[config.mk]
export PLATFORM = sky130hd
export DESIGN_NAME = floor_field_flat
export DESIGN_NICKNAME = d
export VERILOG_FILES = /design/src/rtl/floor_pkg.sv /design/src/rtl/floor_field_if.sv /design/src/rtl/floor_lfsr.sv /design/src/rtl/floor_field.sv /design/src/flat_wrapper.sv
export SDC_FILE = /design/constraint.sdc
export NUM_CORES = 1
export LEC_CHECK = 0
export BUFFER_PORTS_ARGS = -buffer_cell sky130_fd_sc_hd__buf_2
export CELL_PAD_IN_SITES_DETAIL_PLACEMENT = 1
export CELL_PAD_IN_SITES_GLOBAL_PLACEMENT = 1
export CORE_MARGIN = 10
export CORE_UTILIZATION = 30
export DETAILED_ROUTE_END_ITERATION = 16
export PLACE_DENSITY_LB_ADDON = 0.2
export SLEW_MARGIN = 5
export SYNTH_ARGS = -nofsm -noshare
export SYNTH_HDL_FRONTEND = slang
export SYNTH_SLANG_ARGS = --single-unit
[constraint.sdc]
create_clock -name clk -period 2.95 [get_ports clk]
set_clock_uncertainty 0.05 [all_clocks]
set_input_delay 0.4425 -clock clk [delete_from_list [all_inputs] [get_ports clk]]
set_output_delay 0.4425 -clock clk [all_outputs]
set_load 0.01 [all_outputs]
[src/rtl/floor_pkg.sv]
// floor_pkg: shared constants, reset layout and scroll-profile helper for the
// floor platform field (floor_field and its sub-blocks).
package floor_pkg;

  localparam int unsigned NUM_FLOORS = 8;
  localparam int unsigned POS_W      = 10;
  localparam int unsigned TG_W       = 9;
  localparam int unsigned SCORE_W    = 16;
  localparam int unsigned SCREEN_BOT = 480;
  localparam int unsigned FLOOR_W    = 40;
  localparam int unsigned X_MAX      = 599;
  localparam int unsigned SPAWN_GAP  = 60;

  // Jump-decimation profile boundaries on time_gap
  localparam int unsigned PROF_B1 = 80;
  localparam int unsigned PROF_B2 = 160;
  localparam int unsigned PROF_B3 = 240;
  localparam int unsigned PROF_B4 = 320;

  typedef logic [POS_W-1:0] floor_pos_t;

  localparam floor_pos_t RESET_X [NUM_FLOORS] = '{
    10'd300, 10'd80, 10'd460, 10'd200, 10'd540, 10'd20, 10'd360, 10'd140
  };

  localparam floor_pos_t RESET_Y [NUM_FLOORS] = '{
    10'd440, 10'd380, 10'd320, 10'd260, 10'd200, 10'd140, 10'd80, 10'd20
  };

  // True when the slime's jump phase moves one pixel this frame step
  function automatic logic scroll_phase(input logic [TG_W-1:0] tg);
    logic hit;
    hit = 1'b0;
    if (tg == '0)                      hit = 1'b0;
    else if (tg < TG_W'(PROF_B1))      hit = 1'b1;
    else if (tg < TG_W'(PROF_B2))      hit = (tg[0]   == 1'b0);
    else if (tg < TG_W'(PROF_B3))      hit = (tg[1:0] == 2'b00);
    else if (tg < TG_W'(PROF_B4))      hit = (tg[2:0] == 3'b000);
    return hit;
  endfunction

endpackage

[src/rtl/floor_field_if.sv]
// floor_field_if: slime/floor link. master = floor producer (floor_field),
// slave = slime movement side, which supplies frame step and jump status
// and consumes platform positions, enables, score and scroll flag.
interface floor_field_if;
  import floor_pkg::*;

  logic                 clk_vga;
  logic [TG_W-1:0]      time_gap;
  logic                 hit_ceiling;
  floor_pos_t           floor_pos_x0, floor_pos_x1, floor_pos_x2, floor_pos_x3;
  floor_pos_t           floor_pos_x4, floor_pos_x5, floor_pos_x6, floor_pos_x7;
  floor_pos_t           floor_pos_y0, floor_pos_y1, floor_pos_y2, floor_pos_y3;
  floor_pos_t           floor_pos_y4, floor_pos_y5, floor_pos_y6, floor_pos_y7;
  logic [NUM_FLOORS-1:0] enable;
  logic [SCORE_W-1:0]   score;
  logic                 scroll;

  modport master (
    input  clk_vga, time_gap, hit_ceiling,
    output floor_pos_x0, floor_pos_x1, floor_pos_x2, floor_pos_x3,
           floor_pos_x4, floor_pos_x5, floor_pos_x6, floor_pos_x7,
           floor_pos_y0, floor_pos_y1, floor_pos_y2, floor_pos_y3,
           floor_pos_y4, floor_pos_y5, floor_pos_y6, floor_pos_y7,
           enable, score, scroll
  );

  modport slave (
    output clk_vga, time_gap, hit_ceiling,
    input  floor_pos_x0, floor_pos_x1, floor_pos_x2, floor_pos_x3,
           floor_pos_x4, floor_pos_x5, floor_pos_x6, floor_pos_x7,
           floor_pos_y0, floor_pos_y1, floor_pos_y2, floor_pos_y3,
           floor_pos_y4, floor_pos_y5, floor_pos_y6, floor_pos_y7,
           enable, score, scroll
  );

endinterface

[src/rtl/floor_lfsr.sv]
// floor_lfsr: 10-bit Fibonacci LFSR (taps 10,7) for platform spawn x.
// Ports: clk, rst_n (async active-low), step_en (advance one state),
//        value (current register contents).
module floor_lfsr
  import floor_pkg::*;
#(
  parameter logic [POS_W-1:0] SEED = 10'h2A5
) (
  input  logic             clk,
  input  logic             rst_n,
  input  logic             step_en,
  output logic [POS_W-1:0] value
);

  logic [POS_W-1:0] lfsr_q, lfsr_d;

  // Shift left, feedback from bits 10 and 7 (1-based)
  always_comb begin
    lfsr_d = lfsr_q;
    if (step_en) lfsr_d = {lfsr_q[POS_W-2:0], lfsr_q[9] ^ lfsr_q[6]};
  end

  always_ff @(posedge clk or negedge rst_n) begin
    if (!rst_n) lfsr_q <= SEED;
    else        lfsr_q <= lfsr_d;
  end

  assign value = lfsr_q;

endmodule

[src/rtl/floor_field.sv]
// floor_field: owns the 8 floor platform slots. Scrolls platforms down while
// the slime is pinned at the ceiling, retires platforms at the screen bottom,
// spawns new ones at the top at pseudo-random x and counts spawns.
// Ports: clk, rst_n (async active-low), bus (floor_field_if.master):
//   in  clk_vga, time_gap, hit_ceiling
//   out floor_pos_x0..7, floor_pos_y0..7, enable, score, scroll (registered)
// Build option: FLOOR_DRIFT_EN adds horizontal drift of enabled platforms
// every 4th frame step (odd slots right, even slots left, wrapping).
module floor_field
  import floor_pkg::*;
#(
  parameter int unsigned      SPAWN_GAP  = 60,
  parameter int unsigned      FLOOR_W    = 40,
  parameter int unsigned      SCREEN_BOT = 480,
  parameter logic [POS_W-1:0] LFSR_SEED  = 10'h2A5
) (
  input  logic       clk,
  input  logic       rst_n,
  floor_field_if.master bus
);

  localparam int unsigned X_LIM = 639 - FLOOR_W;
  localparam int unsigned CNT_W = $clog2(SPAWN_GAP + 1);

  floor_pos_t            x_q [NUM_FLOORS];
  floor_pos_t            x_d [NUM_FLOORS];
  floor_pos_t            y_q [NUM_FLOORS];
  floor_pos_t            y_d [NUM_FLOORS];
  logic [NUM_FLOORS-1:0] en_q, en_d;
  logic [SCORE_W-1:0]    score_q, score_d;
  logic                  scroll_q, scroll_d;
  logic [CNT_W-1:0]      spawn_cnt_q, spawn_cnt_d;

  logic                  step_c;
  logic                  pending_c;
  logic                  free_c;
  logic                  spawn_c;
  logic [2:0]            sel_c;
  floor_pos_t            lfsr_val;
  floor_pos_t            xr_c;

  floor_lfsr #(.SEED(LFSR_SEED)) u_lfsr (
    .clk     (clk),
    .rst_n   (rst_n),
    .step_en (bus.clk_vga),
    .value   (lfsr_val)
  );

`ifdef FLOOR_DRIFT_EN
  logic [1:0] drift_cnt_q, drift_cnt_d;
  logic       drift_c;

  // Free-running phase counter; drift fires on every 4th frame step
  always_comb begin
    drift_cnt_d = drift_cnt_q;
    if (bus.clk_vga) drift_cnt_d = drift_cnt_q + 2'd1;
    drift_c = bus.clk_vga && (drift_cnt_q == 2'd3);
  end

  always_ff @(posedge clk or negedge rst_n) begin
    if (!rst_n) drift_cnt_q <= 2'd0;
    else        drift_cnt_q <= drift_cnt_d;
  end
`endif

  // Lowest-index free slot, judged on the pre-edge enable vector
  always_comb begin
    sel_c  = 3'd0;
    free_c = ~&en_q;
    for (int i = int'(NUM_FLOORS) - 1; i >= 0; i--) begin
      if (!en_q[i]) sel_c = 3'(i);
    end
  end

  // Step / spawn decode; lfsr values 600..1023 fold down by 512
  always_comb begin
    step_c    = bus.clk_vga && bus.hit_ceiling && scroll_phase(bus.time_gap);
    pending_c = (spawn_cnt_q == CNT_W'(SPAWN_GAP));
    spawn_c   = bus.clk_vga && pending_c && free_c;
    xr_c      = (lfsr_val >= POS_W'(X_LIM + 1)) ? (lfsr_val - 10'd512) : lfsr_val;
  end

  // Next-state for slots, counters and flags
  always_comb begin
    x_d         = x_q;
    y_d         = y_q;
    en_d        = en_q;
    score_d     = score_q;
    spawn_cnt_d = spawn_cnt_q;
    scroll_d    = scroll_q;

    if (bus.clk_vga) scroll_d = step_c;

    for (int i = 0; i < int'(NUM_FLOORS); i++) begin
      if (step_c && en_q[i]) begin
        y_d[i] = y_q[i] + 10'd1;
        if ((y_q[i] + 10'd1) == POS_W'(SCREEN_BOT)) en_d[i] = 1'b0;
      end
`ifdef FLOOR_DRIFT_EN
      if (drift_c && en_q[i]) begin
        if (i % 2 == 1) x_d[i] = (x_q[i] == POS_W'(X_LIM)) ? '0 : x_q[i] + 10'd1;
        else            x_d[i] = (x_q[i] == '0) ? POS_W'(X_LIM) : x_q[i] - 10'd1;
      end
`endif
    end

    if (spawn_c) begin
      y_d[sel_c]  = '0;
      x_d[sel_c]  = xr_c;
      en_d[sel_c] = 1'b1;
      spawn_cnt_d = '0;
      score_d     = (score_q == '1) ? score_q : score_q + 16'd1;
    end else if (step_c && !pending_c) begin
      spawn_cnt_d = spawn_cnt_q + CNT_W'(1);
    end
  end

  always_ff @(posedge clk or negedge rst_n) begin
    if (!rst_n) begin
      x_q         <= RESET_X;
      y_q         <= RESET_Y;
      en_q        <= '1;
      score_q     <= '0;
      scroll_q    <= 1'b0;
      spawn_cnt_q <= '0;
    end else begin
      x_q         <= x_d;
      y_q         <= y_d;
      en_q        <= en_d;
      score_q     <= score_d;
      scroll_q    <= scroll_d;
      spawn_cnt_q <= spawn_cnt_d;
    end
  end

  assign bus.floor_pos_x0 = x_q[0];
  assign bus.floor_pos_x1 = x_q[1];
  assign bus.floor_pos_x2 = x_q[2];
  assign bus.floor_pos_x3 = x_q[3];
  assign bus.floor_pos_x4 = x_q[4];
  assign bus.floor_pos_x5 = x_q[5];
  assign bus.floor_pos_x6 = x_q[6];
  assign bus.floor_pos_x7 = x_q[7];
  assign bus.floor_pos_y0 = y_q[0];
  assign bus.floor_pos_y1 = y_q[1];
  assign bus.floor_pos_y2 = y_q[2];
  assign bus.floor_pos_y3 = y_q[3];
  assign bus.floor_pos_y4 = y_q[4];
  assign bus.floor_pos_y5 = y_q[5];
  assign bus.floor_pos_y6 = y_q[6];
  assign bus.floor_pos_y7 = y_q[7];
  assign bus.enable       = en_q;
  assign bus.score        = score_q;
  assign bus.scroll       = scroll_q;

endmodule

[src/flat_wrapper.sv]
// flat-port wrapper written by rule: the top's interface ports become plain ports
module floor_field_flat import floor_pkg::*;
#(
  parameter int unsigned      SPAWN_GAP  = 60,
  parameter int unsigned      FLOOR_W    = 40,
  parameter int unsigned      SCREEN_BOT = 480,
  parameter logic [POS_W-1:0] LFSR_SEED  = 10'h2A5
)
  (clk, rst_n, bus_clk_vga, bus_time_gap, bus_hit_ceiling, bus_floor_pos_x0, bus_floor_pos_x1, bus_floor_pos_x2, bus_floor_pos_x3, bus_floor_pos_x4, bus_floor_pos_x5, bus_floor_pos_x6, bus_floor_pos_x7, bus_floor_pos_y0, bus_floor_pos_y1, bus_floor_pos_y2, bus_floor_pos_y3, bus_floor_pos_y4, bus_floor_pos_y5, bus_floor_pos_y6, bus_floor_pos_y7, bus_enable, bus_score, bus_scroll);
  floor_field_if bus_i ();
  input  logic clk;
  input  logic rst_n;
  input wire logic [$bits(bus_i.clk_vga)-1:0] bus_clk_vga;
  input wire logic [$bits(bus_i.time_gap)-1:0] bus_time_gap;
  input wire logic [$bits(bus_i.hit_ceiling)-1:0] bus_hit_ceiling;
  output wire logic [$bits(bus_i.floor_pos_x0)-1:0] bus_floor_pos_x0;
  output wire logic [$bits(bus_i.floor_pos_x1)-1:0] bus_floor_pos_x1;
  output wire logic [$bits(bus_i.floor_pos_x2)-1:0] bus_floor_pos_x2;
  output wire logic [$bits(bus_i.floor_pos_x3)-1:0] bus_floor_pos_x3;
  output wire logic [$bits(bus_i.floor_pos_x4)-1:0] bus_floor_pos_x4;
  output wire logic [$bits(bus_i.floor_pos_x5)-1:0] bus_floor_pos_x5;
  output wire logic [$bits(bus_i.floor_pos_x6)-1:0] bus_floor_pos_x6;
  output wire logic [$bits(bus_i.floor_pos_x7)-1:0] bus_floor_pos_x7;
  output wire logic [$bits(bus_i.floor_pos_y0)-1:0] bus_floor_pos_y0;
  output wire logic [$bits(bus_i.floor_pos_y1)-1:0] bus_floor_pos_y1;
  output wire logic [$bits(bus_i.floor_pos_y2)-1:0] bus_floor_pos_y2;
  output wire logic [$bits(bus_i.floor_pos_y3)-1:0] bus_floor_pos_y3;
  output wire logic [$bits(bus_i.floor_pos_y4)-1:0] bus_floor_pos_y4;
  output wire logic [$bits(bus_i.floor_pos_y5)-1:0] bus_floor_pos_y5;
  output wire logic [$bits(bus_i.floor_pos_y6)-1:0] bus_floor_pos_y6;
  output wire logic [$bits(bus_i.floor_pos_y7)-1:0] bus_floor_pos_y7;
  output wire logic [$bits(bus_i.enable)-1:0] bus_enable;
  output wire logic [$bits(bus_i.score)-1:0] bus_score;
  output wire logic [$bits(bus_i.scroll)-1:0] bus_scroll;
  assign bus_i.clk_vga = bus_clk_vga;
  assign bus_i.time_gap = bus_time_gap;
  assign bus_i.hit_ceiling = bus_hit_ceiling;
  assign bus_floor_pos_x0 = bus_i.floor_pos_x0;
  assign bus_floor_pos_x1 = bus_i.floor_pos_x1;
  assign bus_floor_pos_x2 = bus_i.floor_pos_x2;
  assign bus_floor_pos_x3 = bus_i.floor_pos_x3;
  assign bus_floor_pos_x4 = bus_i.floor_pos_x4;
  assign bus_floor_pos_x5 = bus_i.floor_pos_x5;
  assign bus_floor_pos_x6 = bus_i.floor_pos_x6;
  assign bus_floor_pos_x7 = bus_i.floor_pos_x7;
  assign bus_floor_pos_y0 = bus_i.floor_pos_y0;
  assign bus_floor_pos_y1 = bus_i.floor_pos_y1;
  assign bus_floor_pos_y2 = bus_i.floor_pos_y2;
  assign bus_floor_pos_y3 = bus_i.floor_pos_y3;
  assign bus_floor_pos_y4 = bus_i.floor_pos_y4;
  assign bus_floor_pos_y5 = bus_i.floor_pos_y5;
  assign bus_floor_pos_y6 = bus_i.floor_pos_y6;
  assign bus_floor_pos_y7 = bus_i.floor_pos_y7;
  assign bus_enable = bus_i.enable;
  assign bus_score = bus_i.score;
  assign bus_scroll = bus_i.scroll;
  floor_field #(.SPAWN_GAP(SPAWN_GAP), .FLOOR_W(FLOOR_W), .SCREEN_BOT(SCREEN_BOT), .LFSR_SEED(LFSR_SEED)) u_core (.clk(clk), .rst_n(rst_n), .bus(bus_i));
endmodule
# After elaboration in Yosys (flattened, before gate mapping)

Index checks and enable logic that the tools add are counted.

Input port bits: 13
Output and inout bits: 185
Register bits: 201
Word-level logic and storage cells: 128

Multiplexer cells: 47
Bitwise gates (word level): 7
Eq/ne operators: 10
Order comparisons: 9
Add/sub/neg operators: 11
Reductions and logical operators: 23

Operators with widths:

| operator                                                   | count |
|---|---|
| two-way mux 10 bit                                         | 10 |
| adder 10 x 1 -> 10 bit (second input constant)             | 8 |
| bitwise AND 80 bit                                         | 1 |
| bitwise mux 80 bit                                         | 1 |
| equality test 10 x 9 -> 1 bit (second input constant)      | 8 |
| two-way mux 80 bit                                         | 1 |
| NOT 80 bit                                                 | 1 |
| demux 10 bit (select 3 bit)                                | 1 |
| two-way mux 3 bit                                          | 8 |
| two-way mux 1 bit                                          | 22 |
| < comparator 9 x 8 -> 1 bit (second input constant)        | 2 |
| adder 16 x 1 -> 16 bit (second input constant)             | 1 |
| equality test 16 bit (second input constant)               | 1 |
| logical AND 1 bit                                          | 15 |
| two-way mux 6 bit                                          | 2 |
| greater-or-equal comparator 10 bit (second input constant) | 1 |
| subtractor 10 bit (second input constant)                  | 1 |
| zero test 9 bit                                            | 1 |
| < comparator 9 x 7 -> 1 bit (second input constant)        | 1 |
| < comparator 9 bit (second input constant)                 | 1 |
| two-way mux 8 bit                                          | 1 |
| OR 8 bit                                                   | 1 |
| AND reduction 8 bit                                        | 1 |
| adder 6 x 1 -> 6 bit (second input constant)               | 1 |
| other kinds (14)                                           | 16 |

# Longest topological paths before layout

Gate-level depths: netlist of the first run.

Depth after elaboration: 16
Mapped depth: 9
Depth with buffers taken out: 7

# By module

Synthesis of the first run repeated with hierarchy kept, for this count alone.

Cell total of the unflattened synthesis: 1118
Area, all modules: 10477.5 um^2

Modules (own cells, without submodules):

| module      | cells an instance | area each (um^2) | seq. area each (um^2) | instances |
|---|---|---|---|---|
| floor_field | 1095              | 10060.9          | 4854.7                | 1 |
| floor_lfsr  | 23                | 416.6            | 256.5                 | 1 |

# Worst setup path before layout of the first run

Ideal clock, no wire load.

Kind: reg-to-reg
From: reg u_core.en_q[3], in the netlist u_core.bus.enable[3]
To: reg u_core.x_q (netlist bit u_core.bus.floor_pos_x7[8])
Clock period less this slack: 2584 ps
Buffers on the path: 2
Library setup time: 125 ps
Arrival: 2410 ps
Required time: 2775 ps
Cell stages (with the launch flop): 8
Path slack: 366 ps
Cell sequence: dfstp_2 -> clkbuf_1 -> nand2_1 -> nor3_1 -> nand3_1 -> nor2_1 -> buf_2 -> mux2_2

Cells in the longest elaborated chain, start to end: 10
Elaborated cells between the ends (all ways): 14
Those cells by class: order compare (2); mux (7); bitwise (1); reduce/logical (4)

Ends and longest elaborated chain:

| element                                                                                                       | RTL line           | RTL |
|---|---|---|
| start, declared                                                                                               | floor_field.sv:29  | `logic [NUM_FLOORS-1:0] en_q, en_d;` |
| start signal, assigned                                                                                        | floor_field.sv:129 | `en_q <= en_d;` |
| two-way mux 3 bit (4 in series)                                                                               | floor_field.sv:71  | `if (!en_q[i]) sel_c = 3'(i);` |
| NOT 3 -> 4 bit (not written as such)                                                                          | floor_field.sv:109 | `x_d[sel_c] = xr_c;` |
| greater-or-equal comparator 4 bit (not written as such) / < comparator 4 x 1 -> 1 bit (equally long branches) | floor_field.sv:109 |  |
| logical AND 1 bit (not written as such)                                                                       | floor_field.sv:109 |  |
| two-way mux 10 bit (not written as such)                                                                      | floor_field.sv:109 |  |
| demux 10 bit (select 3 bit)                                                                                   | floor_field.sv:109 |  |
| bitwise mux 80 bit                                                                                            | floor_field.sv:109 |  |
| end signal, assigned                                                                                          | floor_field.sv:120 | `x_q <= RESET_X;` |
| end signal, assigned                                                                                          | floor_field.sv:127 | `x_q <= x_d;` |
| end, declared                                                                                                 | floor_field.sv:25  | `floor_pos_t x_q [NUM_FLOORS];` |

Several ways; a longest one is shown, not always the timed one.
A chain may end at the register's enable or synchronous reset.

==> results_dict.tcl, run 1 <==
set metrics [dict create \
    fin_setup_tns_ns 0 \
    worst-path-max-fanout 8 \
    path_clk_slew_ns 0.06 \
    root_buffer "clkbuf_16" \
    design.die.area_um2 41600 \
    rows 67 \
    synth_cell_types 68 \
    setup_violations 0 \
    grt_overflow 0 \
    hp-class "in -> reg" \
    htreeDepth 1 \
    path_class "reg -> reg" \
    worstSetupStartpoint "u_core.bus.floor_pos_y2[0]" \
    drc 0 \
    netlist_area_um2 10200 \
    antenna_found_initial 0 \
    coreArea_um2 33400 \
    fin_util_pct 38.2 \
    endpoint_kind "register" \
    syn_nets 1002 \
    hpwl_mm 24.6 \
    start_util_pct 30.4 \
    wl_mm 34.9 \
    cts_sinks 201 \
    worst_pin_slew_ns 0.883 \
    leakagePower_nw 5.83 \
    wire_per_inst_um 21.1 \
    min_period_over_period_pct 81.3 \
    layout_min_cycle_time_ns 2.40 \
    clock_latency_ns 0.55 \
    yosys-top-cells-area "dfrtp_1, dfstp_2, mux2_2, nand3_1, nand2_1" \
    drv_slew 0 \
    portBuffers 197 \
    die_x_um 204 \
    syn_avg_cell_area_um2 10.4 \
    synth_top_area_share_pct 33.5 \
    ant_nets 0 \
    drv_cap 0 \
    rsz0062_at_grt "false" \
    drtPass1Iterations 5 \
    place_congestion 0.768 \
    vias 8833 \
    async_flop_share_pct 100 \
    fp.dieH_um 204 \
    synth_top_area_cell "dfrtp_1" \
    ir_worst_vdd_uv 435 \
    ys_seq_area_share_pct 50.3 \
    grt_pass1_vias 9197 \
    n_antenna_cell 0 \
    synth_flop_cell "dfrtp_1" \
    avgViaCountPerCell 5.34 \
    grt_pass1_wl_mm 55.2 \
    crit_path_start_kind "register" \
    synth_edf_count 0 \
    yosysWarnings 0 \
    netlist_instances 978 \
    grt_max_degree 58 \
    r2r-start "u_core.bus.floor_pos_y2[0]" \
    finalPower_mw 7.04 \
    yosys_register_bits 201 \
    num_io_pins 198 \
    synthTopCellsByCount "dfrtp_1, nand2_1, mux2_2, nand3_1, dfstp_2" \
    grt_usage_pct 16.4 \
    drtIter0Drc 361 \
    cts_inserted_buffers 27 \
    outcome "completed" \
    fin_nets 1210 \
    area_growth_pct 25.8 \
    cp.arrival_ns 2.82 \
    cts_tree "built" \
    max-slew-margin-rel_pct 40.8 \
    max_freq_mhz 417 \
    drive_above_1_share_pct 37.0 \
    crit_required_ns 3.37 \
    ctsLongestPathBuffers 3 \
    power.density_nw_per_um2 551 \
    hp-start "bus_clk_vga" \
    hold_violations 0 \
    yosysMostFrequentCell "dfrtp_1" \
]
[cells by family (layout without fill, tap and decap cells)]
logic type / count (synthesis) / count (layout) / synth area share [%]
xor gates and xnor gates: 32 / 32 / 2.76
adders and majority gates: 11 / 11 / 1.35
muxes: 91 / 91 / 9.95
and+or+nand+nor: 370 / 370 / 19.7
AOI/OAI and AO/OA: 200 / 200 / 13.1
DFF: 201 / 201 / 50.3
buffers and inverters: 73 / 302 / 2.81
[placed cells by master, fill, tap and decap left out, types with 9 or more instances in the layout]
cell type / synthesis / routed
or4_1: 30 / 30
dfstp_2: 65 / 65
dfrtp_1: 136 / 136
buf_2: 9 / 196
xnor2_1: 26 / 26
buf_4: 0 / 32
ha_1: 11 / 11
nand4_1: 32 / 32
clkbuf_16: 0 / 27
clkbuf_8: 0 / 9
o31ai_1: 28 / 28
o211ai_1: 15 / 15
nand4b_1: 9 / 9
or3_1: 17 / 17
mux2_2: 80 / 80
o21ai_0: 38 / 38
mux2i_1: 11 / 11
nand2_1: 98 / 98
nand3_1: 74 / 74
a21oi_1: 56 / 56
inv_1: 17 / 17
nor2_1: 38 / 36
and3_1: 14 / 14
[report_power, final]
group	internal [mW]	switching (mW)
logic	0.213	0.277
clock network	1.98	1.32
registers	2.94	0.314
[path summary, 6_finish.rpt]
kind                                         endpoint  slack (ns)  cells after the start
max                        u_core.bus.floor_pos_y2[6]        0.55                      7
min                            u_core.u_lfsr.value[0]        0.37                      3
max reg2reg                u_core.bus.floor_pos_y2[6]        0.55                      7
min reg2reg                u_core.bus.floor_pos_x1[6]        0.41                      2
max in group asynchronous  u_core.bus.floor_pos_x0[8]        1.62                      3
min in group asynchronous  u_core.bus.floor_pos_y4[5]        0.40                      2
[worst max-delay path: stages, from the launching register on]
cell       delay [ns]
dfrtp_1          0.51
ha_1             0.31
and3_1           0.24
nand3_1          0.19
a2111oi_0        0.59
buf_4            0.22
xnor2_1          0.11
o22ai_1          0.10
[per-layer routing]
layer / wire [µm] / GRT usage [%] / vias to the layer above
li1: - / - / 4090
met1: 15700 / 21.5 / 4525
met2: 16400 / 26.5 / 180
met3: 2170 / 4.42 / 38
met4: 597 / 3.76 / 0
met5: 0 / 0 / -
[registers in the layout, summed over array words and instances (netlist names), 6 cells and up]
register / count
u_core.bus.floor_pos_y3: 10
u_core.bus.floor_pos_x5: 10
u_core.bus.floor_pos_y2: 10
u_core.bus.floor_pos_x7: 10
u_core.bus.floor_pos_y4: 10
u_core.u_lfsr.value: 10
u_core.bus.floor_pos_x3: 10
u_core.bus.floor_pos_x6: 10
u_core.bus.floor_pos_x2: 10
u_core.bus.floor_pos_y5: 10
u_core.bus.floor_pos_y0: 10
u_core.spawn_cnt_q: 6
u_core.bus.floor_pos_y1: 10
u_core.bus.score: 16
u_core.bus.enable: 8
u_core.bus.floor_pos_x4: 10
u_core.bus.floor_pos_y7: 10
u_core.bus.floor_pos_y6: 10
u_core.bus.floor_pos_x1: 10
u_core.bus.floor_pos_x0: 10
[what timing repair did]
action | 4_1_cts | 5_1_grt
setup buffers | 0 | 0
hold buffers | 1 | 0
gates resized for setup | 0 | 0
hold endpoints to repair | 36 | 0
endpoints found under the setup margin | 0 | 0
[layout make-up]
type                            count  area, µm²
Inverter                           17       63.8
Multi-Input combinational cell    704       4790
Tap cell                          448        561
Clock buffer                       36        790
Fill cell                        3756      20700
Clock inverter                     14        123
Sequential cell                   201       5110
Timing Repair Buffer              235       1350
[per-stage QoR]
| stage | hold WS (ns) | setup WS [ns] | cell area, µm² | cells |
|---|---|---|---|---|
| after floorplan | 0.0969 | 0.366 | 10200 | 978 |
| after global placement | 0.399 | 0.294 | 11900 | 1604 |
| after detailed placement | 0.403 | 0.212 | 11900 | 1604 |
| after CTS | 0.361 | 0.452 | 12800 | 1655 |
| after global routing | 0.392 | 0.368 | 12800 | 1655 |
| final | 0.371 | 0.551 | 12800 | 1655 |
Note: power is estimated with default switching activity, not from simulation.
==> inputs of run 2 (changes only) <==
==> constraint.sdc (replaced) <==
create_clock -name clk -period 2.1 [get_ports clk]
set_clock_uncertainty 0.05 [all_clocks]
set_input_delay 0.315 -clock clk [delete_from_list [all_inputs] [get_ports clk]]
set_output_delay 0.315 -clock clk [all_outputs]
set_load 0.01 [all_outputs]
==> run 2 against run 1 <==
Against the previous run: power up 45%; sequential share of layout area down 3.3 points; register-to-register slack worse by 0.52 ns; wire length up 3.9%; clock power up 43%; die area unchanged; global-route usage up 0.45 points; hold slack worse by 0.15 ns; combinational power up 92%.
==> results_dict.tcl, run 2 (synthesized netlist as in run 1, its figures left out) <==
set metrics [dict create \
    hpwl_mm 25.8 \
    vias 9139 \
    drive_above_1_share_pct 43.4 \
    drc 0 \
    avgViaCountPerCell 5.25 \
    fp.dieH_um 204 \
    wire_per_inst_um 20.8 \
    hold_violations 0 \
    root_buffer "clkbuf_16" \
    ctsLongestPathBuffers 3 \
    portBuffers 197 \
    seq_power_share_pct 44.4 \
    drv_cap 0 \
    cpMostUsedCell "buf_12" \
    crit_buf_inv 2 \
    num_io_pins 198 \
    clock_latency_ns 0.53 \
    fin_nets 1299 \
    final_cell_mix "buf_2, dfrtp_1, buf_4" \
    crit_required_ns 2.50 \
    largest_reg_flops 16 \
    coreArea_um2 33400 \
    cts_inserted_buffers 24 \
    hp-class "in -> reg" \
    drtIter0Drc 308 \
    grt_pass1_wl_mm 57.2 \
    place_congestion 0.810 \
    p_switching_mw 2.69 \
    ir_worst_vdd_uv 457 \
    power_frac_comb_pct 9.2 \
    area_growth_pct 37.2 \
    cp.arrival_ns 2.47 \
    min_period_over_period_pct 98.5 \
    leakagePower_nw 6.42 \
    crit_chain "buf_12 -> o211ai_1 -> a211o_2 -> buf_12 -> or4_1 -> a21oi_1" \
    hold-worst-slack_ns 0.225 \
    htreeDepth 1 \
    grt_usage_pct 16.9 \
    endpoint_kind "register" \
    grt_max_degree 52 \
    worst-path-max-fanout 8 \
    start_util_pct 30.4 \
    fill_cells 3752 \
    mostFrequentLayoutCell "buf_2" \
    grt_overflow 0 \
    cts_sinks 201 \
    swShare_pct 26.4 \
    antenna_found_initial 0 \
    crit_path_max_incr_delay_ns 0.57 \
    die_x_um 204 \
    crit_path_start_kind "register" \
    fin_util_pct 41.7 \
    drv_slew 0 \
    worst_pin_slew_ns 0.573 \
    layout_min_cycle_time_ns 2.07 \
    grt_pass1_vias 9631 \
    power.density_nw_per_um2 732 \
    cts_tree "built" \
    cp_slowest_cell "dfstp_2" \
    drtPass1Iterations 6 \
    p_int_mw 7.51 \
    ant_nets 0 \
    rsz0062_at_grt "true" \
    setup_violations 0 \
    rows 67 \
    wl_mm 36.3 \
    crit_family "compound AO/OA/AOI/OAI gates" \
    path_clk_slew_ns 0.06 \
    design.die.area_um2 41600 \
    outcome "completed" \
    path_class "reg -> reg" \
    pwr-share-clk_pct 46.4 \
    max_freq_mhz 483 \
    max-slew-margin-rel_pct 61.4 \
]
==> run 2: changes by cell type in the layout (fill, tap and decap cells not counted), sizes merged <==
cell / previous run / this run
bufinv: 1 / 6
clkbuf: 37 / 33
clkinv: 10 / 7
diode: 0 / 1
buf: 233 / 322
inv: 18 / 17
==> run 2: timing repair <==
item / CTS / global route
endpoints found under the setup margin: 72 / 79
endpoints found under the hold margin: 31 / 0
setup buffers: 6 / 4
resized for setup: 15 / 22
hold buffers: 1 / 0
pin swaps: 7 / 13
gates cloned: 0 / 2
==> run 2: area by class of cell <==
| cell class | instances | area (µm²) | share of cell area (%) |
|---|---|---|---|
| Clock buffer | 29 | 649 | 4.66 |
| Clock inverter | 15 | 245 | 1.76 |
| Timing Repair Buffer | 327 | 2270 | 16.3 |
| Tap cell | 448 | 561 | 4.02 |
| Multi-Input combinational cell | 704 | 5040 | 36.1 |
| Antenna cell | 1 | 2.50 | 0.0180 |
| Inverter | 17 | 63.8 | 0.458 |
| Sequential cell | 201 | 5110 | 36.7 |
==> run 2: worst paths after layout <==
| kind | startpoint | endpoint | slack [ns] | depth (start not counted) |
|---|---|---|---|---|
| hold reg to reg | u_core.bus.floor_pos_x1[6] | u_core.bus.floor_pos_x1[6] | 0.41 | 2 |
| max in group asynchronous | rst_n | u_core.bus.floor_pos_x2[2] | 1.03 | 3 |
| min in group asynchronous | rst_n | u_core.bus.floor_pos_y6[8] | 0.30 | 2 |
| setup / recovery | u_core.bus.enable[3] | u_core.bus.floor_pos_y3[8] | 0.03 | 6 |
| hold / removal | bus_clk_vga | u_core.u_lfsr.value[0] | 0.23 | 3 |
| setup reg to reg | u_core.bus.enable[3] | u_core.bus.floor_pos_y3[8] | 0.03 | 6 |
==> run 2: per-stage QoR <==
stage	setup TNS [ns]	instances	setup WS (ns)	power, mW	cell area (µm²)
2_1_floorplan	-1.68	978	-0.107	4.92	10400
3_3_place_gp	-15.64	1684	-0.339	5.46	12800
3_5_place_dp	-20.06	1684	-0.395	5.50	12800
4_1_cts	-0.00770	1735	-0.00770	10.3	13800
5_1_grt	-0.0792	1741	-0.0347	10.7	13900
6_report	0	1742	0.0305	10.2	13900
==> run 2: power groups by stage <==
| stage | clock network, mW | logic [mW] | registers (mW) |
|---|---|---|---|
| global placement | 0 | 0.876 | 4.59 |
| floorplan | 0 | 0.573 | 4.35 |
| detailed placement | 0 | 0.901 | 4.60 |
| global route | 5.02 | 1.06 | 4.59 |
| finish | 4.73 | 0.943 | 4.53 |
| CTS | 4.87 | 0.918 | 4.53 |
==> run 2: worst reg2reg max path: cells and delay by family, from the launching register on <==
kind                   cells  cell delay (ns)
AO/OA/AOI/OAI              3             0.62
flip-flops                 1             0.57
AND/OR/NAND/NOR            1             0.47
buffers and inverters      2             0.28
==> run 2: metal layers <==
metal | global-route usage, % | share of wire [%] | vias to the layer above
met1 | 22.0 | 45 | 4673
met2 | 28.0 | 48 | 173
met4 | 3.02 | 1.4 | 0
met3 | 4.26 | 6.0 | 38
li1 | - | - | 4255
met5 | 0 | 0 | -
